**src/rtl/uart_pkg.sv**
```systemverilog
// rtl/uart_pkg.sv - shared UART parity encodings, FSM states and divider helper
//
// Used by the receiver and the transmitter.
//   PAR_NONE / PAR_EVEN / PAR_ODD : 2-bit parity mode encodings
//   uart_state_t                  : frame FSM states
//   calc_div()                    : clocks per oversample tick, never below 1
package uart_pkg;

  localparam logic [1:0] PAR_NONE = 2'b00;
  localparam logic [1:0] PAR_EVEN = 2'b01;
  localparam logic [1:0] PAR_ODD  = 2'b10;

  typedef enum logic [2:0] {
    ST_IDLE   = 3'd0,
    ST_START  = 3'd1,
    ST_DATA   = 3'd2,
    ST_PARITY = 3'd3,
    ST_STOP   = 3'd4
  } uart_state_t;

  function automatic int calc_div(input int clk_freq, input int baud, input int os);
    int d;
    d = clk_freq / (baud * os);
    return (d < 1) ? 1 : d;
  endfunction

endpackage

```
**src/rtl/uart_os_tick_gen.sv**
```systemverilog
// rtl/uart_os_tick_gen.sv - oversample tick divider, held at zero while cleared
//
// Ports:
//   clk     : system clock
//   i_rst   : asynchronous active-high reset
//   i_clear : holds the divider at zero, no ticks while high
//   o_tick  : one-clock pulse every DIV clocks while not cleared
module uart_os_tick_gen #(
  parameter int DIV = 1
) (
  input  logic clk,
  input  logic i_rst,
  input  logic i_clear,
  output logic o_tick
);

  localparam int W = (DIV > 1) ? $clog2(DIV) : 1;
  localparam logic [W-1:0] LAST = W'(DIV - 1);

  logic [W-1:0] cnt;

  always_ff @(posedge clk or posedge i_rst) begin
    if (i_rst) begin
      cnt <= '0;
    end else if (i_clear || (cnt == LAST)) begin
      cnt <= '0;
    end else begin
      cnt <= cnt + 1'b1;
    end
  end

  assign o_tick = !i_clear && (cnt == LAST);

endmodule

```
**src/rtl/uart_rx.sv**
```systemverilog
// rtl/uart_rx.sv - oversampling UART receiver with parity, framing and overrun flags
//
// Ports:
//   clk          : system clock, rising edge
//   i_rst        : asynchronous active-high reset
//   i_rx         : serial line, idle high, asynchronous to clk
//   i_ack        : consumer has taken o_data
//   o_data       : last received word (updated even on errors)
//   o_valid      : o_data holds an unacknowledged word
//   o_busy       : frame in progress
//   o_frame_err  : stop bit sampled low on last frame
//   o_parity_err : parity mismatch on last frame
//   o_overrun    : a frame completed while o_valid was high (sticky until i_ack)
module uart_rx
  import uart_pkg::*;
#(
  parameter int         NB_DATA    = 8,
  parameter logic [1:0] F_PARITY   = PAR_NONE,
  parameter int         CLK_FREQ   = 100000000,
  parameter int         BAUD_RATE  = 115200,
  parameter int         OVERSAMPLE = 16
) (
  input  logic               clk,
  input  logic               i_rst,
  input  logic               i_rx,
  input  logic               i_ack,
  output logic [NB_DATA-1:0] o_data,
  output logic               o_valid,
  output logic               o_busy,
  output logic               o_frame_err,
  output logic               o_parity_err,
  output logic               o_overrun
);

  localparam int DIV  = calc_div(CLK_FREQ, BAUD_RATE, OVERSAMPLE);
  localparam int OS_W = (OVERSAMPLE > 1) ? $clog2(OVERSAMPLE) : 1;
  localparam int BC_W = $clog2(NB_DATA + 1);
  localparam logic [OS_W-1:0] OS_LAST   = OS_W'(OVERSAMPLE - 1);
  localparam logic [OS_W-1:0] HALF_LAST = OS_W'((OVERSAMPLE / 2 > 0) ? OVERSAMPLE / 2 - 1 : 0);
  localparam logic [BC_W-1:0] BIT_LAST  = BC_W'(NB_DATA - 1);

  uart_state_t state, state_nxt;

  logic               rx_meta, rx_sync, rx_prev;
  logic               tick;
  logic [OS_W-1:0]    os_cnt;
  logic [BC_W-1:0]    bit_cnt;
  logic [NB_DATA-1:0] shreg;
  logic               par_bit;
  logic               os_clr, shift_en, par_en, done;
  logic               data_par, exp_par, par_mismatch;

  // Two-flop synchronizer plus a history flop for falling-edge detection.
  // All reset high so a reset never looks like a start edge.
  always_ff @(posedge clk or posedge i_rst) begin
    if (i_rst) begin
      rx_meta <= 1'b1;
      rx_sync <= 1'b1;
      rx_prev <= 1'b1;
    end else begin
      rx_meta <= i_rx;
      rx_sync <= rx_meta;
      rx_prev <= rx_sync;
    end
  end

  // Divider stays cleared through IDLE, including the edge-detect clock,
  // so the first tick lands DIV clocks after the frame is entered.
  uart_os_tick_gen #(.DIV(DIV)) u_tick (
    .clk     (clk),
    .i_rst   (i_rst),
    .i_clear (state == ST_IDLE),
    .o_tick  (tick)
  );

  always_ff @(posedge clk or posedge i_rst) begin
    if (i_rst) begin
      state <= ST_IDLE;
    end else begin
      state <= state_nxt;
    end
  end

  always_comb begin
    state_nxt = state;
    os_clr    = 1'b0;
    shift_en  = 1'b0;
    par_en    = 1'b0;
    done      = 1'b0;
    case (state)
      ST_IDLE: begin
        if (rx_prev && !rx_sync) begin
          state_nxt = ST_START;
        end
      end
      ST_START: begin
        // Mid start bit: a high line means the edge was a glitch.
        if (tick && (os_cnt == HALF_LAST)) begin
          os_clr    = 1'b1;
          state_nxt = rx_sync ? ST_IDLE : ST_DATA;
        end
      end
      ST_DATA: begin
        if (tick && (os_cnt == OS_LAST)) begin
          os_clr   = 1'b1;
          shift_en = 1'b1;
          if (bit_cnt == BIT_LAST) begin
            state_nxt = (F_PARITY == PAR_NONE) ? ST_STOP : ST_PARITY;
          end
        end
      end
      ST_PARITY: begin
        if (tick && (os_cnt == OS_LAST)) begin
          os_clr    = 1'b1;
          par_en    = 1'b1;
          state_nxt = ST_STOP;
        end
      end
      ST_STOP: begin
        if (tick && (os_cnt == OS_LAST)) begin
          done      = 1'b1;
          state_nxt = ST_IDLE;
        end
      end
      default: state_nxt = ST_IDLE;
    endcase
  end

  always_ff @(posedge clk or posedge i_rst) begin
    if (i_rst) begin
      os_cnt  <= '0;
      bit_cnt <= '0;
      shreg   <= '0;
      par_bit <= 1'b0;
    end else begin
      if (os_clr || (state == ST_IDLE)) begin
        os_cnt <= '0;
      end else if (tick) begin
        os_cnt <= os_cnt + 1'b1;
      end

      if (state == ST_IDLE) begin
        bit_cnt <= '0;
      end else if (shift_en) begin
        bit_cnt <= bit_cnt + 1'b1;
      end

      // LSB arrives first: shift in at the top, it ends up in bit 0.
      if (shift_en) begin
        shreg <= {rx_sync, shreg[NB_DATA-1:1]};
      end

      if (par_en) begin
        par_bit <= rx_sync;
      end
    end
  end

  assign data_par     = ^shreg;
  assign exp_par      = (F_PARITY == PAR_ODD) ? ~data_par : data_par;
  assign par_mismatch = (F_PARITY != PAR_NONE) && (par_bit != exp_par);

  // Completion wins over a same-clock ack for o_valid; the ack still
  // clears o_overrun, and overrun only sets when nobody acknowledged.
  always_ff @(posedge clk or posedge i_rst) begin
    if (i_rst) begin
      o_data       <= '0;
      o_valid      <= 1'b0;
      o_frame_err  <= 1'b0;
      o_parity_err <= 1'b0;
      o_overrun    <= 1'b0;
    end else if (done) begin
      o_data       <= shreg;
      o_frame_err  <= ~rx_sync;
      o_parity_err <= par_mismatch;
      o_valid      <= 1'b1;
      if (o_valid && !i_ack) begin
        o_overrun <= 1'b1;
      end else if (i_ack) begin
        o_overrun <= 1'b0;
      end
    end else if (i_ack && o_valid) begin
      o_valid   <= 1'b0;
      o_overrun <= 1'b0;
    end
  end

  assign o_busy = (state != ST_IDLE);

endmodule
```
**config.mk**
```make
export PLATFORM = sky130hd
export DESIGN_NAME = uart_rx
export DESIGN_NICKNAME = d
export VERILOG_FILES = /design/src/rtl/uart_pkg.sv /design/src/rtl/uart_os_tick_gen.sv /design/src/rtl/uart_rx.sv
export SDC_FILE = /design/constraint.sdc
export NUM_CORES = 1
export LEC_CHECK = 0
export ABC_AREA = 1
export CORE_ASPECT_RATIO = 1.4
export CORE_UTILIZATION = 30
export CTS_BUF_LIST = sky130_fd_sc_hd__clkbuf_8
export DETAILED_ROUTE_END_ITERATION = 8
export GPL_ROUTABILITY_DRIVEN = 0
export HOLD_SLACK_MARGIN = 0.05
export PLACE_DENSITY = 0.44
export SKIP_CTS_REPAIR_TIMING = 1
export SLEW_MARGIN = 25
export SYNTH_ARGS = -nofsm -noshare
export SYNTH_HDL_FRONTEND = slang
export SYNTH_SLANG_ARGS = --single-unit
```
**constraint.sdc**
```tcl
create_clock -name clk -period 3.73 [get_ports clk]
set_clock_uncertainty 0.2 [all_clocks]
set_input_delay 0.5595 -clock clk [delete_from_list [all_inputs] [get_ports clk]]
set_output_delay 0.5595 -clock clk [all_outputs]
set_load 0.02 [all_outputs]
```
Word level (Yosys, flattened, before mapping)
Index checks and enable logic that the tools add are counted.
Widths: inputs -> output; s select.

cells by class
  add/sub/neg operators = 3
  multipliers = 0
  div/mod/pow operators = 0
  $lt $le $gt $ge = 0
  equality and inequality tests = 15
  shift operators = 0
  muxes and demuxes = 23
  bitwise operators = 1
  reductions and logical operators = 19

operators by type and width
  cell                 count
  $mux 3               6
  $mux 4               4
  $pmux 3 s5           1
  $ne 2x2->1 const B   6
  $mux 1               9
  $add 4x1->4 const B  2
  $eq 4x3->1 const B   2
  $add 6x1->6 const B  1
  $eq 3x2->1 const B   2
  $eq 6x6->1 const B   1
  $logic_and 1x1->1    6
  $mux 6               1
  $reduce_and 6->1     1
  $reduce_bool 2->1    3
  $eq 4x4->1 const B   1
  $eq 3x1->1 const B   1
  $eq 3x3->1 const B   1
  $logic_not 1->1      3
  $logic_not 3->1      1
  $ne 3x2->1 const B   1
  $reduce_bool 3->1    1
  $logic_or 1x1->1     2
  $mux 2               1
  $pmux 1 s2           1
  other kinds (3)      3

storage, ports and cells
  register bits = 39
  bits in latches = 0
  RAM bits = 0
  ROM bits = 0
  memories = 0

Logic depth before layout (Yosys ltp)
Gate-level depths: netlist of run 1.

  depth after elaboration = 8
  mapped depth = 11

Cells and area by module
From an unflattened synthesis of run 1, not the netlist that was laid out.

unflattened totals
  cell total of the unflattened synthesis = 204
  area, all modules = 1,823.0 um^2

modules (own cells, without submodules)
  module            instances  cells an instance  area an instance (um^2)
  uart_rx           1          169                1,496.4
  uart_os_tick_gen  1          35                 326.6

Worst setup path after synthesis of run 1
No wires, ideal clock.

  path type = flip-flop to flip-flop
  from = register u_tick.cnt[1]
  to = register o_data[1]
  setup time = 0.116 ns
  data arrival time = 1.384 ns
  data required time = 3.414 ns
  setup slack = 2.029 ns
  cell stages (with the launch flop) = 11
  buffers on the path = 1
  cells stage by stage = dfrtp_1 -> inv_1 -> ha_1 -> nand3_2 -> nor2_4 -> inv_4 -> nor2_8 -> nand3_4 -> buf_6 -> nand2_1 -> nand2_1

between the ends
  cells in the longest elaborated chain, start to end = 5

ends and longest elaborated chain
  element                 line                    RTL
  start, declared         uart_os_tick_gen.sv:20  logic [W-1:0] cnt;
  start signal, assigned  uart_os_tick_gen.sv:28  cnt <= cnt + 1'b1;
  $eq 6x6->1              uart_os_tick_gen.sv:32  assign o_tick = !i_clear && (cnt == LAST);
  $logic_and 1x1->1       uart_os_tick_gen.sv:32
  $logic_and 1x1->1       uart_rx.sv:120          if (tick && (os_cnt == OS_LAST)) begin
  $mux 1                  uart_rx.sv:120
  $mux 1                  uart_rx.sv:90           case (state)
  end signal, assigned    uart_rx.sv:173          o_data <= shreg;
  end, declared           uart_rx.sv:27           output logic [NB_DATA-1:0] o_data,

Every way passes these cells.
A chain may end at the register's enable or synchronous reset.

Final worst setup path of run 1
  from = register state[1]
  to = output port o_busy

between the ends
  cells in the longest elaborated chain, start to end = 1

ends and longest elaborated chain
  element                 line            RTL
  start, declared         uart_rx.sv:42   uart_state_t state, state_nxt;
  start signal, assigned  uart_rx.sv:80   state <= state_nxt;
  $reduce_bool 3->1       uart_rx.sv:188  assign o_busy = (state != ST_IDLE);
  end, declared           uart_rx.sv:29   output logic o_busy,

Every way passes these cells.

==> run metrics, run 1 <==
status complete, no violations; # diodes 0; Worst Setup Slack, final 1390 ps; Worst-Skew Late Latency 290 ps; Clock Tree Buf Depth 2; YS warnings 0; # fillers 627; power per cell area 515 nW/um2; die height 94.5 um; wire per inst 11.5 um; post-DP HPWL 2330 um; Slowest-stage cell, CP clkdlybuf4s50_1; post-placement cell count 281; first-pass GRT wire length 6010 um; Cell variety after synth 28; Post-synth EDFFs 0; FFs w/ async S/R, synth 100%; WL final 3310 um; critical path cell sequence inv_1 > nand3_2 > clkdlybuf4s50_1; mux contribution to synthesized area 0%; Slew Limit Fails 0; largest family of logic cells by synthesized area simple AND/OR/NAND/NOR gates; CTS tree done; Final setup viols 0; layout cells sized above 1 16.9%; Fin. Hold Viols 0; Die X 68.0 um; largest net degree at the start of global routing 40; Die ar. 6430 um2; initial DRC count 43; Vias 1288; Root Buffer clkbuf_8; Port Buffers 15; Total GRT Usage 12.6%; Setup WS pre-CTS 1690 ps; Synth Area in Compound Gates 7.45%; core area 5860 um2; global route total overflow 0; number of synthesized register bits 39; Syn Area/Cell 9.25 um2; Synth Area in XOR/XNOR 2.39%; drt pass-1 iters 4; Initial Util 31.2%; CTS buffer count 5; CP required 2970 ps; ANT nets after route 0; Leakage Power 1.03 nW; drt drc 0; period utilization 62.8%; Post-synth top flop dfrtp_1; critical path class reg -> out; Synth Instances 198; Site Rows 33; area grow syn2layout 17.8%; vias per cell 4.46; unrepaired setup endpoints after global routing false; Hold Path Class reg -> reg; crit path capture type output port; number of global-route vias before repair 1352; Critical Path Source Type flip-flop; Simple-Gate Fraction of Synth Area 27.0%; Crit Path Max Fanout 9; post-route insts no fill 289; Total Neg Setup Slack 0 ps; Clock Sinks 39; clock-pin transition on the worst setup and hold timing paths 80 ps; Seq/Total Area, Yosys 53.5%; Adder-Cell Fraction of Synth Area 2.73%; Final nets 226; Synthesized Nets 206; minimum clock period 2340 ps; CTS H-tree depth 2; maximum VDD drop 197 uV; CP peak stage delay 600 ps; I/O pins 17; initial antenna violation count 0; max frequency 0.427 GHz; Arr. time, crit path 1580 ps; # Max-Cap Violations 0; Netlist Area Pre-Place 1830 um2
==> power by group <==
group | switching, mW | internal (mW)
clock | 0.153 | 0.197
combinational | 0.197 | 0.0810
sequential | 0.0289 | 0.455
==> metal layers <==
metal	vias up	track usage, %	share of wire [%]
li1	659	-	-
met1	607	14.4	43
met2	16	21.6	52
met3	6	2.90	2.3
met4	0	5.73	2.0
met5	-	0	0
==> area by class of cell <==
class,count,area [um2],share of cell area [%]
inverters,24,92.6,4.29
repair buffers,16,158,7.31
clock buffers,5,68.8,3.19
clock inverters,3,41.3,1.91
multi-input cells,132,729,33.8
well taps,70,87.6,4.06
flip-flops and latches,39,980,45.4
==> cell usage in the layout (no fill, tap or decap) <==
| master | netlist | routed |
|---|---|---|
| a21boi_1 | 1 | 1 |
| a21oi_1 | 2 | 2 |
| a31oi_1 | 1 | 1 |
| buf_4 | 1 | 1 |
| bufinv_16 | 0 | 1 |
| clkbuf_8 | 0 | 5 |
| clkdlybuf4s50_1 | 0 | 15 |
| clkinvlp_4 | 0 | 1 |
| conb_1 | 1 | 1 |
| dfrtp_1 | 36 | 36 |
| dfstp_2 | 3 | 3 |
| ha_1 | 4 | 4 |
| inv_1 | 17 | 18 |
| inv_2 | 6 | 6 |
| inv_4 | 1 | 1 |
| nand2_1 | 58 | 58 |
| nand2_2 | 1 | 1 |
| nand3_1 | 10 | 10 |
| nand3_2 | 2 | 2 |
| nand3_4 | 2 | 2 |
| nand4_1 | 6 | 6 |
| nor2_1 | 18 | 18 |
| nor2_4 | 2 | 2 |
| nor2_8 | 1 | 1 |
| nor3_1 | 1 | 1 |
| nor3b_1 | 1 | 1 |
| o21ai_0 | 4 | 4 |
| o21ai_1 | 1 | 1 |
| o21ai_2 | 10 | 10 |
| or2_2 | 1 | 1 |
| xor2_1 | 5 | 5 |
==> worst paths after layout <==
kind | start | to | slack, ps | cells past startpoint
max | state[1] | o_busy | 1390 | 3
min | rx_meta | rx_sync | 160 | 0
max reg2reg | u_tick.cnt[1] | bit_cnt[2] | 1820 | 11
min reg2reg | rx_meta | rx_sync | 160 | 0
max in group asynchronous | i_rst | rx_prev | 2490 | 3
min in group asynchronous | i_rst | o_overrun | 480 | 3
==> metrics by stage <==
step	power [mW]	hold slack [ps]	instance area, um2	utilization (%)
2_1_floorplan	0.696	145	1830	-
3_3_place_gp	0.778	149	2050	34.9
3_5_place_dp	0.778	147	2050	34.9
4_1_cts	1.14	159	2160	36.8
5_1_grt	1.19	170	2160	36.8
6_report	1.11	158	2160	36.8
==> synth_stat cells, types with 3 or more instances <==
master	count	area share [%]
dfstp_2	3	4.3
nor2_1	18	3.7
o21ai_0	4	1.1
dfrtp_1	36	49
inv_2	6	1.2
inv_1	17	3.5
nand2_1	58	12
ha_1	4	2.7
nand4_1	6	2.0
nand3_1	10	2.7
xor2_1	5	2.4
o21ai_2	10	4.8
==> cells by family (layout without fill, tap and decap cells) <==
group / after synthesis / after routing
fa+ha+maj: 4 / 4
simple gates: 103 / 103
xor+xnor: 5 / 5
flops: 39 / 39
other cells: 1 / 1
buf+inv: 27 / 48
compound gates: 19 / 19
==> sequential cells by signal (all words and copies together) (netlist names) <==
register     flops
o_data           8
bit_cnt          4
u_tick.cnt       6
o_overrun        1
o_valid          1
o_frame_err      1
state            3
rx_prev          1
rx_sync          1
os_cnt           4
rx_meta          1
shreg            8
==> critical path, delay by kind of cell, from the launching register on <==
kind,cells,cell delay (ps)
AND/OR/NAND/NOR,1,200
buffers and inverters,2,700
flip-flops,1,390
Note: power is estimated with default switching activity, not from simulation.
==> run 2, diff against run 1 <==
Settings changed: PLACE_DENSITY 0.44 to 0.46.
Clock period 3.73 ns to 2.15 ns, I/O delays scaled along.
==> run metrics, run 2 (synthesized netlist as in run 1, its figures left out) <==
status complete, no violations (unchanged); core area 5860 um2 (unchanged); crit path capture type flip-flop (was output port); Vias 1307 (was 1288); wire per inst 11.6 um (was 11.5 um); # diodes 0 (unchanged); reg-to-reg startpoint u_tick.cnt[1] (unchanged); final design area excluding fillers 2200 um2 (was 2160 um2); most frequent cells in the layout 58 x nand2_1, 36 x dfrtp_1, 18 x nor2_1, 17 x inv_1, 14 x clkdlybuf4s50_1 (was 58 x nand2_1, 36 x dfrtp_1, 18 x inv_1, 18 x nor2_1, 15 x clkdlybuf4s50_1); vias per cell 4.49 (was 4.46); global route total overflow 0 (unchanged); CTS H-tree depth 2 (unchanged); minimum clock period 1890 ps; Total GRT Usage 12.6% (about the same); Comb power frac 26.0% (was 25.0%); Hold Path Sink rx_sync (unchanged); Hold Worst Slack 157 ps (was 158 ps); Post-Place Cell Area 2070 um2 (was 2050 um2); CP required 2130 ps (was 2970 ps); Final nets 228 (was 226); post-DP HPWL 2460 um (was 2330 um); Sequential Power Share 41.8% (was 43.5%); Worst-Skew Late Latency 290 ps (about the same); post-placement cell count 283 (was 281); post-route insts no fill 291 (was 289); Slew Limit Fails 0 (unchanged); Final setup viols 0 (unchanged); # Max-Cap Violations 0 (unchanged); Root Buffer clkbuf_8 (unchanged); Clock Sinks 39 (unchanged); area grow syn2layout 20.0% (was 17.8%); min-delay src rx_meta (unchanged); Worst R2R Setup Slack 260 ps (was 1820 ps); initial DRC count 18 (was 43); Worst Setup Slack, final 256 ps (was 1390 ps); power per cell area 915 nW/um2 (was 515 nW/um2); drt drc 0 (unchanged); number of global-route vias before repair 1311 (was 1352); first-pass GRT wire length 5980 um (was 6010 um); die height 94.5 um (unchanged); I/O pins 17 (unchanged); unrepaired setup endpoints after global routing false (unchanged); Hold Path Class reg -> reg (unchanged); sw frac 33.1% (was 34.1%); WL final 3370 um (was 3310 um); Port Buffers 15 (unchanged); Clock Tree Buf Depth 2 (unchanged); path depth of the worst reg2reg path 9 (was 11); critical path class reg -> reg (was reg -> out); CTS buffer count 5 (unchanged); Initial Util 31.2% (unchanged); clock-pin transition on the worst setup and hold timing paths 80 ps (about the same); Leakage Power 1.06 nW (was 1.03 nW); layout cells sized above 1 18.1% (was 16.9%); Total Neg Setup Slack 0 ps (unchanged); largest net degree at the start of global routing 40 (unchanged); maximum VDD drop 527 uV (was 197 uV); Setup WS pre-CTS 230 ps (was 1690 ps); Hold Path Cell Cnt 0 (unchanged); period utilization 88.1%; r2r endpoint o_overrun (was bit_cnt[2]); max frequency 0.528 GHz; Critical Path Source Type flip-flop (unchanged); Crit Path Max Fanout 18 (was 9); Psw 0.666 mW (was 0.379 mW); CTS tree done (unchanged); Die ar. 6430 um2 (unchanged); Crit. Startpoint u_tick.cnt[1] (was state[1]); initial antenna violation count 0 (unchanged); Fin. Hold Viols 0 (unchanged); drt pass-1 iters 4 (unchanged); leading cell type in the layout, fill and taps excluded nand2_1 (unchanged); Die X 68.0 um (unchanged); ANT nets after route 0 (unchanged); Site Rows 33 (unchanged); clock group share of total power 32.2% (was 31.5%); Pint 1.35 mW (was 0.733 mW); Largest regs o_data x8, shreg x8, u_tick.cnt x6 (unchanged); Arr. time, crit path 1880 ps (was 1580 ps)
==> run 2: changes by cell type in the layout (fill, tap and decap cells not counted) <==
| cell | delta |
|---|---|
| buf_12 | +1 |
| buf_4 | +1 |
| clkbuf_8 | +1 |
| clkdlybuf4s50_1 | -1 |
| clkinvlp_4 | -1 |
| dlymetal6s2s_1 | +1 |
| inv_1 | -1 |
| inv_6 | +1 |
==> run 2: worst max-delay path by stage <==
stage	endpoint	slack (ps)	cells past startpoint
after floorplan	o_data[1]	450	10
after global placement	o_overrun	260	9
after detailed placement	o_overrun	230	9
after global routing	bit_cnt[2]	60	11
final	o_overrun	260	9
after CTS	o_busy	20	3
==> run 2: metal layers <==
| metal | part of all wire, % | up-vias | track usage (%) |
|---|---|---|---|
| met3 | 2.5 | 4 | 2.90 |
| li1 | - | 667 | - |
| met2 | 53 | 15 | 20.6 |
| met5 | 0 | - | 0 |
| met1 | 43 | 621 | 15.1 |
| met4 | 1.6 | 0 | 6.08 |
==> run 2: worst max-delay path: stages (launching register included) <==
cell	delay, ps
dfrtp_1	410
inv_1	60
ha_1	140
nand3_2	90
nor2_4	180
inv_4	80
nor2_8	130
nand3_4	230
a21boi_1	200
nor2_1	60
==> run 2: layout make-up <==
| type | instances | area, um2 |
|---|---|---|
| Sequential cell | 39 | 980 |
| Clock buffer | 6 | 82.6 |
| Clock inverter | 2 | 38.8 |
| Inverter | 24 | 92.6 |
| Multi-Input combinational cell | 132 | 729 |
| Timing Repair Buffer | 18 | 188 |
| Fill cell | 626 | 3660 |
| Tap cell | 70 | 87.6 |
==> run 2: per-stage QoR <==
| step | util (%) | power, mW |
|---|---|---|
| 2_1_floorplan | - | 1.21 |
| 3_3_place_gp | 35.4 | 1.40 |
| 3_5_place_dp | 35.4 | 1.40 |
| 4_1_cts | 37.5 | 2.06 |
| 5_1_grt | 37.5 | 2.16 |
| 6_report | 37.5 | 2.01 |
==> run 2: power groups by stage <==
stage	clock network, mW	logic, mW	registers, mW
2_1_floorplan	0	0.363	0.844
3_3_place_gp	0	0.544	0.855
3_5_place_dp	0	0.546	0.855
4_1_cts	0.676	0.545	0.842
5_1_grt	0.700	0.607	0.853
6_report	0.647	0.524	0.842
==> run 3, diff against run 2 <==
Settings changed: CAP_MARGIN from default to 20, CORE_UTILIZATION 30 to 53, PLACE_DENSITY 0.46 to 0.74.
==> run metrics, run 3 (synthesized netlist as in run 1, its figures left out) <==
initial antenna violation count 0 (unchanged); critical path class reg -> reg (unchanged); # diodes 0 (unchanged); Crit. Startpoint u_tick.cnt[1] (unchanged); status complete, no violations (unchanged); Comb power frac 25.9% (was 26.0%); Total GRT Usage 21.3% (was 12.6%); ANT nets after route 0 (unchanged); WL final 3210 um (was 3370 um); Total Neg Setup Slack 0 ps (unchanged); largest net degree at the start of global routing 40 (unchanged); reg-to-reg startpoint u_tick.cnt[1] (unchanged); Vias 1332 (was 1307); sw frac 34.5% (was 33.1%); core area 3210 um2 (was 5860 um2); clock-pin transition on the worst setup and hold timing paths 70 ps (was 80 ps); Critical Path Source Type flip-flop (unchanged); global route total overflow 0 (unchanged); number of global-route vias before repair 1342 (was 1311); leading cell type in the layout, fill and taps excluded nand2_1 (unchanged); most frequent cells in the layout 58 x nand2_1, 36 x dfrtp_1, 18 x nor2_1, 17 x inv_1, 14 x clkdlybuf4s50_1 (unchanged); # Max-Cap Violations 0 (unchanged); CTS H-tree depth 2 (unchanged); Worst R2R Setup Slack 230 ps (was 260 ps); Port Buffers 15 (unchanged); Final setup viols 0 (unchanged); unrepaired setup endpoints after global routing false (unchanged); CP required 2130 ps (about the same); maximum VDD drop 644 uV (was 527 uV); path depth of the worst reg2reg path 11 (was 9); Crit Path Max Fanout 14 (was 18); Die X 51.7 um (was 68.0 um); wire per inst 12.4 um (was 11.6 um); first-pass GRT wire length 5670 um (was 5980 um); Hold Path Class reg -> reg (unchanged); max frequency 0.520 GHz (was 0.528 GHz); Fin. Hold Viols 0 (unchanged); Psw 0.643 mW (was 0.666 mW); Hold Worst Slack 161 ps (was 157 ps); vias per cell 5.16 (was 4.49); Clock Tree Buf Depth 2 (unchanged); drt drc 0 (unchanged); clock group share of total power 28.8% (was 32.2%); Root Buffer clkbuf_8 (unchanged); crit path capture type flip-flop (unchanged); die height 71.6 um (was 94.5 um); period utilization 89.4% (was 88.1%); Clock Sinks 39 (unchanged); Initial Util 57.0% (was 31.2%); Die ar. 3700 um2 (was 6430 um2); layout cells sized above 1 17.4% (was 18.1%); drt pass-1 iters 4 (unchanged); Pint 1.22 mW (was 1.35 mW); CTS tree done (unchanged); post-DP HPWL 2370 um (was 2460 um); I/O pins 17 (unchanged); Hold Path Cell Cnt 0 (unchanged); CTS buffer count 5 (unchanged); initial DRC count 35 (was 18); power per cell area 880 nW/um2 (was 915 nW/um2); min-delay src rx_meta (unchanged); area grow syn2layout 15.4% (was 20.0%); Largest regs o_data x8, shreg x8, u_tick.cnt x6 (unchanged); Site Rows 24 (was 33); minimum clock period 1920 ps (was 1890 ps); Slew Limit Fails 0 (unchanged); Worst-Skew Late Latency 290 ps (about the same); Final nets 226 (was 228); Arr. time, crit path 1900 ps (was 1880 ps); Sequential Power Share 45.3% (was 41.8%); Leakage Power 1.03 nW (was 1.06 nW)
## run 3: changes by cell type in the layout (fill, tap and decap cells not counted)
cell        before  now
clkinvlp_4       0    1
clkbuf_8         6    7
buf_12           1    0
inv_6            1    0
buf_4            2    1
bufinv_16        1    0
## run 3: layer usage
layer	vias to the layer above	global-route usage (%)	part of all wire (%)
met3	6	6.79	4.3
li1	665	-	-
met1	633	23.3	40
met4	0	9.91	2.6
met5	-	0	0
met2	28	36.8	53
## run 3: power by group through the flow
stage          Sequential [mW]  Combinational [mW]  Clock (mW)
2_1_floorplan            0.844               0.363           0
4_1_cts                  0.844               0.484       0.549
3_5_place_dp             0.856               0.480           0
3_3_place_gp             0.851               0.461           0
6_report                 0.843               0.481       0.537
5_1_grt                  0.850               0.537       0.585
## run 3: final cells by class
cell class / count / area [um2]
Inverter: 24 / 92.6
Clock buffer: 7 / 96.3
Timing Repair Buffer: 16 / 160
Tap cell: 39 / 48.8
Fill cell: 257 / 1100
Sequential cell: 39 / 980
Multi-Input combinational cell: 132 / 729
Clock inverter: 1 / 7.51
## run 3: worst paths after layout
kind,to
worst max-delay path,bit_cnt[1]
worst min-delay path,rx_sync
worst max register to register,bit_cnt[1]
worst min register to register,rx_sync
max in group asynchronous,rx_meta
min in group asynchronous,o_data[2]
## run 3: through the flow
step | power (mW) | worst slack, ps | instance area, um2 | std cells | util [%]
2_1_floorplan | 1.21 | 449 | 1830 | 198 | -
3_3_place_gp | 1.31 | 314 | 2010 | 250 | 62.5
3_5_place_dp | 1.34 | 225 | 2010 | 250 | 62.5
4_1_cts | 1.88 | 6.30 | 2110 | 258 | 65.7
5_1_grt | 1.97 | 76.4 | 2110 | 258 | 65.8
6_report | 1.86 | 227 | 2110 | 258 | 65.8
## run 3: critical path, stage by stage (launching register included)
cell and delay [ps]:
dfrtp_1 410, inv_1 70, ha_1 150, nand3_2 100, nor2_4 170, inv_4 80
nor2_8 130, nand3_4 190, nand2_2 160, inv_2 50, nand2_1 50, nand2_1 40
